## src/rtl/mem_arbiter.sv

```systemverilog
// Two-port (fetch / data) arbiter onto one single-port memory with fixed read
// latency. One access in flight; ties resolved round-robin against the last owner.
module mem_arbiter #(
  parameter int LATENCY = 2
) (
  input  logic        clk,
  input  logic        rst,
  input  logic        if_req,
  input  logic [31:0] if_addr,
  output logic [31:0] if_rdata,
  output logic        if_ack,
  input  logic        dm_req,
  input  logic        dm_wr,
  input  logic [31:0] dm_addr,
  input  logic [31:0] dm_wdata,
  output logic [31:0] dm_rdata,
  output logic        dm_ack,
  output logic        mem_en,
  output logic        mem_wr,
  output logic [31:0] mem_addr,
  output logic [31:0] mem_wdata,
  input  logic [31:0] mem_rdata
);

  typedef enum logic [1:0] {IDLE, ACCESS, RESP} state_t;

  localparam logic       OWN_IF = 1'b0;
  localparam logic       OWN_DM = 1'b1;
  localparam logic [3:0] LAST   = 4'(LATENCY - 1);

  state_t     state;
  logic [3:0] cnt;
  logic       owner;
  logic       last_owner;
  logic       pick_dm;

  // Data port wins when alone, or on a tie when fetch was served last.
  always_comb begin
    pick_dm = dm_req && (!if_req || last_owner == OWN_IF);
  end

  // mem_wr doubles as the latched store flag for the whole ACCESS phase.
  always_ff @(posedge clk or negedge rst) begin
    if (!rst) begin
      state      <= IDLE;
      cnt        <= '0;
      owner      <= OWN_IF;
      last_owner <= OWN_DM;
      if_ack     <= 1'b0;
      dm_ack     <= 1'b0;
      mem_en     <= 1'b0;
      mem_wr     <= 1'b0;
      mem_addr   <= '0;
      mem_wdata  <= '0;
      if_rdata   <= '0;
      dm_rdata   <= '0;
    end else begin
      if_ack <= 1'b0;
      dm_ack <= 1'b0;
      mem_en <= 1'b0;
      case (state)
        IDLE: begin
          if (if_req || dm_req) begin
            owner      <= pick_dm;
            last_owner <= pick_dm;
            mem_addr   <= pick_dm ? dm_addr : if_addr;
            mem_wr     <= pick_dm & dm_wr;
            mem_wdata  <= pick_dm ? dm_wdata : 32'd0;
            mem_en     <= 1'b1;
            cnt        <= '0;
            state      <= ACCESS;
          end
        end
        ACCESS: begin
          cnt <= cnt + 4'd1;
          if (cnt == LAST) begin
            if (!mem_wr) begin
              if (owner == OWN_DM) dm_rdata <= mem_rdata;
              else                 if_rdata <= mem_rdata;
            end
            if (owner == OWN_DM) dm_ack <= 1'b1;
            else                 if_ack <= 1'b1;
            mem_wr <= 1'b0;
            state  <= RESP;
          end
        end
        RESP:    state <= IDLE;
        default: state <= IDLE;
      endcase
    end
  end

endmodule

```

## config.mk

```make
export PLATFORM = sky130hd
export DESIGN_NAME = mem_arbiter
export DESIGN_NICKNAME = d
export VERILOG_FILES = /design/src/rtl/mem_arbiter.sv
export SDC_FILE = /design/constraint.sdc
export NUM_CORES = 1
export LEC_CHECK = 0
export ABC_AREA = 0
export BUFFER_PORTS_ARGS = -buffer_cell sky130_fd_sc_hd__buf_2
export CAP_MARGIN = 20
export CORE_UTILIZATION = 30
export CTS_BUF_LIST = sky130_fd_sc_hd__clkbuf_4 sky130_fd_sc_hd__clkbuf_8
export DETAILED_ROUTE_END_ITERATION = 6
export GPL_ROUTABILITY_DRIVEN = 0
export GPL_TIMING_DRIVEN = 0
export PLACE_DENSITY = 0.63
export SLEW_MARGIN = 20
export SYNTH_ARGS = -nofsm -noshare
export SYNTH_HDL_FRONTEND = slang
export SYNTH_SLANG_ARGS = --single-unit
export TNS_END_PERCENT = 1
```

## constraint.sdc

```tcl
create_clock -name clk -period 1.5 [get_ports clk]
set_input_delay 0.075 -clock clk [delete_from_list [all_inputs] [get_ports clk]]
set_output_delay 0.075 -clock clk [all_outputs]
set_load 0.02 [all_outputs]
```

==> impl_metrics.env, run 1 <==
export IMPL_start_util_pct=30.7
export IMPL_tritoncts="done"
export IMPL_start_kind="flop"
export IMPL_multi_input_area_um2=2100
export IMPL_grt_total_usage_pct=17.3
export IMPL_ys_seq_area_share_pct=60.9
export IMPL_synth_top_family_by_area="compound AO/OA/AOI/OAI gates"
export IMPL_grt_max_degree=73
export IMPL_fin_worst_skew_ns=0.0124
export IMPL_synthSimpleGateAreaFrac_pct=4.09
export IMPL_grt_antenna_before_repair=0
export IMPL_p_seq_share_pct=34.2
export IMPL_finalMaxSlewViolations=0
export IMPL_synth_cell_type_count=34
export IMPL_n_fill_cell=1655
export IMPL_finalCritPeriodShare_pct=110
export IMPL_vias_per_cell=4.68
export IMPL_slew_headroom_pct=63.2
export IMPL_drive_gt1_share_pct=52.6
export IMPL_vias=4997
export IMPL_synth_adder_area_share_pct=0.435
export IMPL_synth_cells=397
export IMPL_power_density_nw_per_um2=2010
export IMPL_finalWorstSetupSlack_ns=-0.154
export IMPL_fin_hold_ws_ns=0.0594
export IMPL_hold_viol=0
export IMPL_p_int_uw=11300
export IMPL_path_clk_slew_ns=0.08
export IMPL_outcome="finished with violations"
export IMPL_switching_share_pct=39.9
export IMPL_wirelength_um=16800
export IMPL_syn_cell_area_um2=5750
export IMPL_worstPathRequired_ns=1.82
export IMPL_grt_overflow=0
export IMPL_ys_ff_latch=140
export IMPL_power_leakage_uw=0.00446
export IMPL_clk_insertion_delay_late_ns=0.44
export IMPL_power_switching_uw=7530
export IMPL_worstPathArrival_ns=1.97
export IMPL_hold_class="in -> reg"
export IMPL_setup_viol=125
export IMPL_drt_initial_drc_count=111
export IMPL_port_buffers=264
export IMPL_die_area_um2=19700
export IMPL_worst_path_max_fanout=10
export IMPL_seqCellArea_um2=3510
export IMPL_max_slew_worst_pin_slew_ns=0.552
export IMPL_ys_warnings_count=0
export IMPL_clock_sinks=140
export IMPL_violations="negative setup slack"
export IMPL_syn_num_nets=532
export IMPL_core_area_um2=18800
export IMPL_worst_setup_path_end_kind="flop"
export IMPL_dr_pass1_iters=4
export IMPL_post_route_min_period_ns=1.65
export IMPL_wl_per_cell_um=15.7
export IMPL_area_growth_pct=62.6
export IMPL_numCtsBuffers=17
export IMPL_setup_total_negative_slack_ns=-14.94
export IMPL_yosys_area_share_xor_xnor_pct=0.152
export IMPL_final_common_cell="buf_2"
export IMPL_drv_cap=0
export IMPL_report_power_total_uw=18900
export IMPL_clockBufferDepth=2
export IMPL_nets=956
export IMPL_core_rowCount=50
export IMPL_rsz0062_at_grt="yes"
export IMPL_clockRootBuffer="clkbuf_8"
export IMPL_synth_compound_area_share_pct=18.2
export IMPL_diodes=0
export IMPL_p_clk_share_pct=15.7
export IMPL_pin_count=265
export IMPL_ir_drop_v=0.00104
export IMPL_synthMuxAreaShare_pct=12.7
export IMPL_cts_max_level=4
export IMPL_layout_common_cells="buf_2 (265), dfrtp_1 (138), dlygate4sd3_1 (130), mux2_2 (64)"
export IMPL_crit_type="reg -> reg"
export IMPL_fp_dieW_um=140
export IMPL_grt_pass1_vias=5327
export IMPL_dieHeight_um=140
export IMPL_drc_errors=0
export IMPL_max_freq_ghz=0.605
export IMPL_syn_avg_cell_area_um2=14.5
export IMPL_comb_power_share_pct=50.1
export IMPL_final_antenna_net_count=0
export IMPL_dpl_hpwl_um=10700
export IMPL_grt_pass1_wl_um=26900
[cell type report]
type / instances / area share, %
inverters: 3 / 0.254
clock buffers: 18 / 2.65
flip-flops and latches: 140 / 37.5
repair buffers: 406 / 29.6
clock inverters: 14 / 1.43
plain buffers: 29 / 3.00
well taps: 234 / 3.13
multi-input cells: 224 / 22.5
[metal layers]
layer	up-vias	GRT usage (%)	part of all wire [%]
li1	2329	-	-
met1	2446	20.3	43
met2	199	30.2	49
met3	23	5.54	6.1
met4	0	5.38	1.6
met5	-	0	0
[cell usage after synthesis, drive strengths merged]
library cell / n / area [µm²]
a211oi: 32 / 240
a21bo: 1 / 10.0
a21boi: 1 / 7.51
a21o: 2 / 15.0
a22o: 32 / 280
a2bb2oi: 32 / 455
a32o: 1 / 10.0
and2b: 1 / 7.51
and3: 1 / 6.26
buf: 17 / 135
clkbuf: 13 / 48.8
dfrtp: 139 / 3480
dfstp: 1 / 26.3
ha: 2 / 25.0
inv: 3 / 16.3
mux2: 64 / 721
mux2i: 1 / 10.0
nand2: 33 / 124
nand2b: 1 / 6.26
nand3: 1 / 5.00
nand3b: 1 / 7.51
nand4: 1 / 6.26
nand4b: 1 / 8.76
nor2: 4 / 17.5
nor3: 2 / 21.3
nor3b: 1 / 12.5
o21ai: 6 / 30.0
or2: 2 / 12.5
xor2: 1 / 8.76
[path summary, 6_finish.rpt]
kind | from | to | slack [ns] | cells after the start
worst min-delay path | dm_req | cnt[0] | 0.06 | 4
worst min register to register | owner | if_ack | 0.49 | 1
worst max register to register | cnt[1] | dm_rdata[29] | -0.15 | 7
max in group asynchronous | rst | last_owner | 0.52 | 3
min in group asynchronous | rst | dm_rdata[13] | 0.21 | 2
worst max-delay path | cnt[1] | dm_rdata[29] | -0.15 | 7
[registers in the layout, summed over array words and instances (netlist names)]
register,cells
dm_rdata,32
if_rdata,32
mem_addr,32
mem_wdata,32
cnt,4
state,2
dm_ack,1
if_ack,1
last_owner,1
mem_en,1
mem_wr,1
owner,1
[worst max-delay path: stages (launching register included)]
cell	delay, ns
dfrtp_1	0.39
inv_1	0.06
ha_1	0.13
nor3b_4	0.23
nand4b_1	0.15
buf_6	0.18
buf_8	0.15
mux2_2	0.27
[cells by family (layout without fill, tap and decap cells)]
family / count (synthesis) / after routing
AND/OR/NAND/NOR: 49 / 49
adder cells (fa/ha/maj): 2 / 2
buffers and inverters: 33 / 470
XOR/XNOR: 1 / 1
flip-flops: 140 / 140
AO/OA/AOI/OAI: 107 / 107
multiplexers: 65 / 65
[per-stage QoR]
step                instances  setup WS (ns)  cell area (µm²)  utilization [%]
floorplan                 397        -0.0916             5770                -
global placement          895          -1.75             7380             39.3
detailed placement        896         -0.524             7420             39.5
CTS                      1067         -0.168             9290             49.5
global route             1068         -0.276             9360             49.9
finish                   1068         -0.154             9360             49.9
[power groups by stage]
stage | clock network [µW] | registers (µW) | logic [µW]
global placement | 0 | 6490 | 8540
detailed placement | 0 | 6520 | 8690
finish | 2960 | 6450 | 9440
global route | 3230 | 6670 | 10100
CTS | 3110 | 6450 | 9350
floorplan | 0 | 8520 | 3810
[repair_timing]
action | 4_1_cts | 5_1_grt
buffers inserted | 9 | 1
setup endpoints to repair | 133 | 135
pin swaps | 23 | 1
hold buffers | 130 | 0
gates cloned | 1 | 0
endpoints found under the hold margin | 200 | 0
resized for setup | 30 | 20
Power figures use the tool's default switching activity.
==> run 2, diff against run 1 <==
--- a/config.mk
+++ b/config.mk
@@ -8,12 +8,14 @@
 export ABC_AREA = 0
 export BUFFER_PORTS_ARGS = -buffer_cell sky130_fd_sc_hd__buf_2
 export CAP_MARGIN = 20
-export CORE_UTILIZATION = 30
+export CELL_PAD_IN_SITES_DETAIL_PLACEMENT = 1
+export CELL_PAD_IN_SITES_GLOBAL_PLACEMENT = 1
+export CORE_UTILIZATION = 34
 export CTS_BUF_LIST = sky130_fd_sc_hd__clkbuf_4 sky130_fd_sc_hd__clkbuf_8
 export DETAILED_ROUTE_END_ITERATION = 6
 export GPL_ROUTABILITY_DRIVEN = 0
 export GPL_TIMING_DRIVEN = 0
-export PLACE_DENSITY = 0.63
+export PLACE_DENSITY = 0.85
 export SLEW_MARGIN = 20
 export SYNTH_ARGS = -nofsm -noshare
 export SYNTH_HDL_FRONTEND = slang
==> impl_metrics.env, run 2 (synthesis results as in run 1) <==
export IMPL_fp_dieW_um=132
export IMPL_n_fill_cell=1744
export IMPL_start_util_pct=34.8
export IMPL_clockRootBuffer="clkbuf_8"
export IMPL_clk_insertion_delay_late_ns=0.43
export IMPL_grt_overflow=0
export IMPL_final_common_cell="buf_2"
export IMPL_clockBufferDepth=2
export IMPL_multi_input_area_um2=2100
export IMPL_worstPathArrival_ns=2.09
export IMPL_finish_utilization_pct=57.2
export IMPL_area_growth_pct=64.2
export IMPL_fin_worst_skew_ns=0.0179
export IMPL_clock_sinks=140
export IMPL_dpl_hpwl_um=13100
export IMPL_grt_pass1_wl_um=34600
export IMPL_port_buffers=264
export IMPL_report_power_total_uw=20000
export IMPL_outcome="finished with violations"
export IMPL_numCtsBuffers=17
export IMPL_post_route_min_period_ns=1.77
export IMPL_worst_setup_path_end_kind="flop"
export IMPL_hold_viol=0
export IMPL_finalCritPeriodShare_pct=118
export IMPL_die_area_um2=17400
export IMPL_vias_per_cell=5.00
export IMPL_final_antenna_net_count=0
export IMPL_grt_max_degree=98
export IMPL_pin_count=265
export IMPL_core_rowCount=47
export IMPL_fin_hold_ws_ns=0.0918
export IMPL_crit_type="reg -> reg"
export IMPL_rsz0062_at_grt="yes"
export IMPL_seqCellArea_um2=3510
export IMPL_hold_class="in -> reg"
export IMPL_finalWorstSetupSlack_ns=-0.275
export IMPL_grt_antenna_before_repair=1
export IMPL_vias=5294
export IMPL_drv_cap=0
export IMPL_nets=959
export IMPL_max_slew_worst_pin_slew_ns=0.569
export IMPL_worst_path_max_fanout=7
export IMPL_drt_initial_drc_count=178
export IMPL_violations="negative setup slack"
export IMPL_power_leakage_uw=0.00453
export IMPL_wl_per_cell_um=21.3
export IMPL_grt_total_usage_pct=25.9
export IMPL_drc_errors=0
export IMPL_start_kind="flop"
export IMPL_place_area_um2=7400
export IMPL_dr_pass1_iters=4
export IMPL_worstPathRequired_ns=1.81
export IMPL_max_freq_ghz=0.563
export IMPL_wirelength_um=22600
export IMPL_fin_area_um2=9450
export IMPL_grt_pass1_vias=6165
export IMPL_setup_viol=127
export IMPL_finalMaxSlewViolations=0
export IMPL_drive_gt1_share_pct=52.5
export IMPL_core_area_um2=16500
export IMPL_power_density_nw_per_um2=2110
export IMPL_ir_drop_v=0.000990
export IMPL_layout_common_cells="buf_2 (265), dfrtp_1 (138), dlygate4sd3_1 (130), mux2_2 (62), nand2_1 (33)"
export IMPL_cts_max_level=4
export IMPL_slew_headroom_pct=62.1
export IMPL_dieHeight_um=132
export IMPL_tritoncts="done"
export IMPL_path_clk_slew_ns=0.08
## run 2: worst max-delay path: stages, from the launching register on
cell	delay (ns)
dfrtp_1	0.40
inv_2	0.07
ha_4	0.11
nor3b_4	0.24
buf_6	0.14
nand3_4	0.17
buf_8	0.20
mux2_4	0.32
## run 2: stage by stage
| stage | setup WS (ns) | cells | TNS [ns] |
|---|---|---|---|
| floorplan | -0.0916 | 397 | -7.10 |
| global placement | -1.44 | 881 | -234.19 |
| detailed placement | -0.492 | 882 | -41.77 |
| CTS | -0.223 | 1051 | -20.72 |
| global route | -0.329 | 1057 | -30.97 |
| finish | -0.275 | 1058 | -21.55 |
## run 2: layout make-up
class | count | area share (%)
diodes | 2 | 0.0530
clock buffers | 19 | 2.77
well taps | 220 | 2.91
flip-flops and latches | 140 | 37.1
inverters | 3 | 0.252
plain buffers | 30 | 3.11
clock inverters | 12 | 1.71
multi-input cells | 224 | 22.2
repair buffers | 408 | 29.8
## run 2: final timing paths
path,from,endpoint,slack (ns),cells after the start
hold / removal,dm_req,cnt[0],0.09,4
min in group asynchronous,rst,dm_rdata[0],0.13,2
setup reg to reg,cnt[1],if_rdata[1],-0.27,7
setup / recovery,cnt[1],if_rdata[1],-0.27,7
hold reg to reg,owner,if_ack,0.50,1
max in group asynchronous,rst,cnt[0],0.56,3
## run 2: timing repair
item	in CTS	in global routing
buffers inserted	7	3
gates resized for setup	33	20
cloned	1	2
hold buffers	130	0
endpoints found under the setup margin	134	135
pin swaps	8	1
endpoints found under the hold margin	268	0
## run 2: layer usage
metal | vias up | GRT usage (%) | routed length [µm]
met4 | 0 | 11.7 | 687
met3 | 51 | 6.54 | 1290
met2 | 246 | 48.6 | 12300
met5 | - | 0 | 0
li1 | 2323 | - | -
met1 | 2674 | 27.0 | 8270
## run 2: power breakdown
group	leakage, µW	switching [µW]	internal, µW
sequential	0.00168	1200	5530
combinational	0.00264	5470	4490
clock	0.000205	1530	1740
total	0.00453	8200	11800
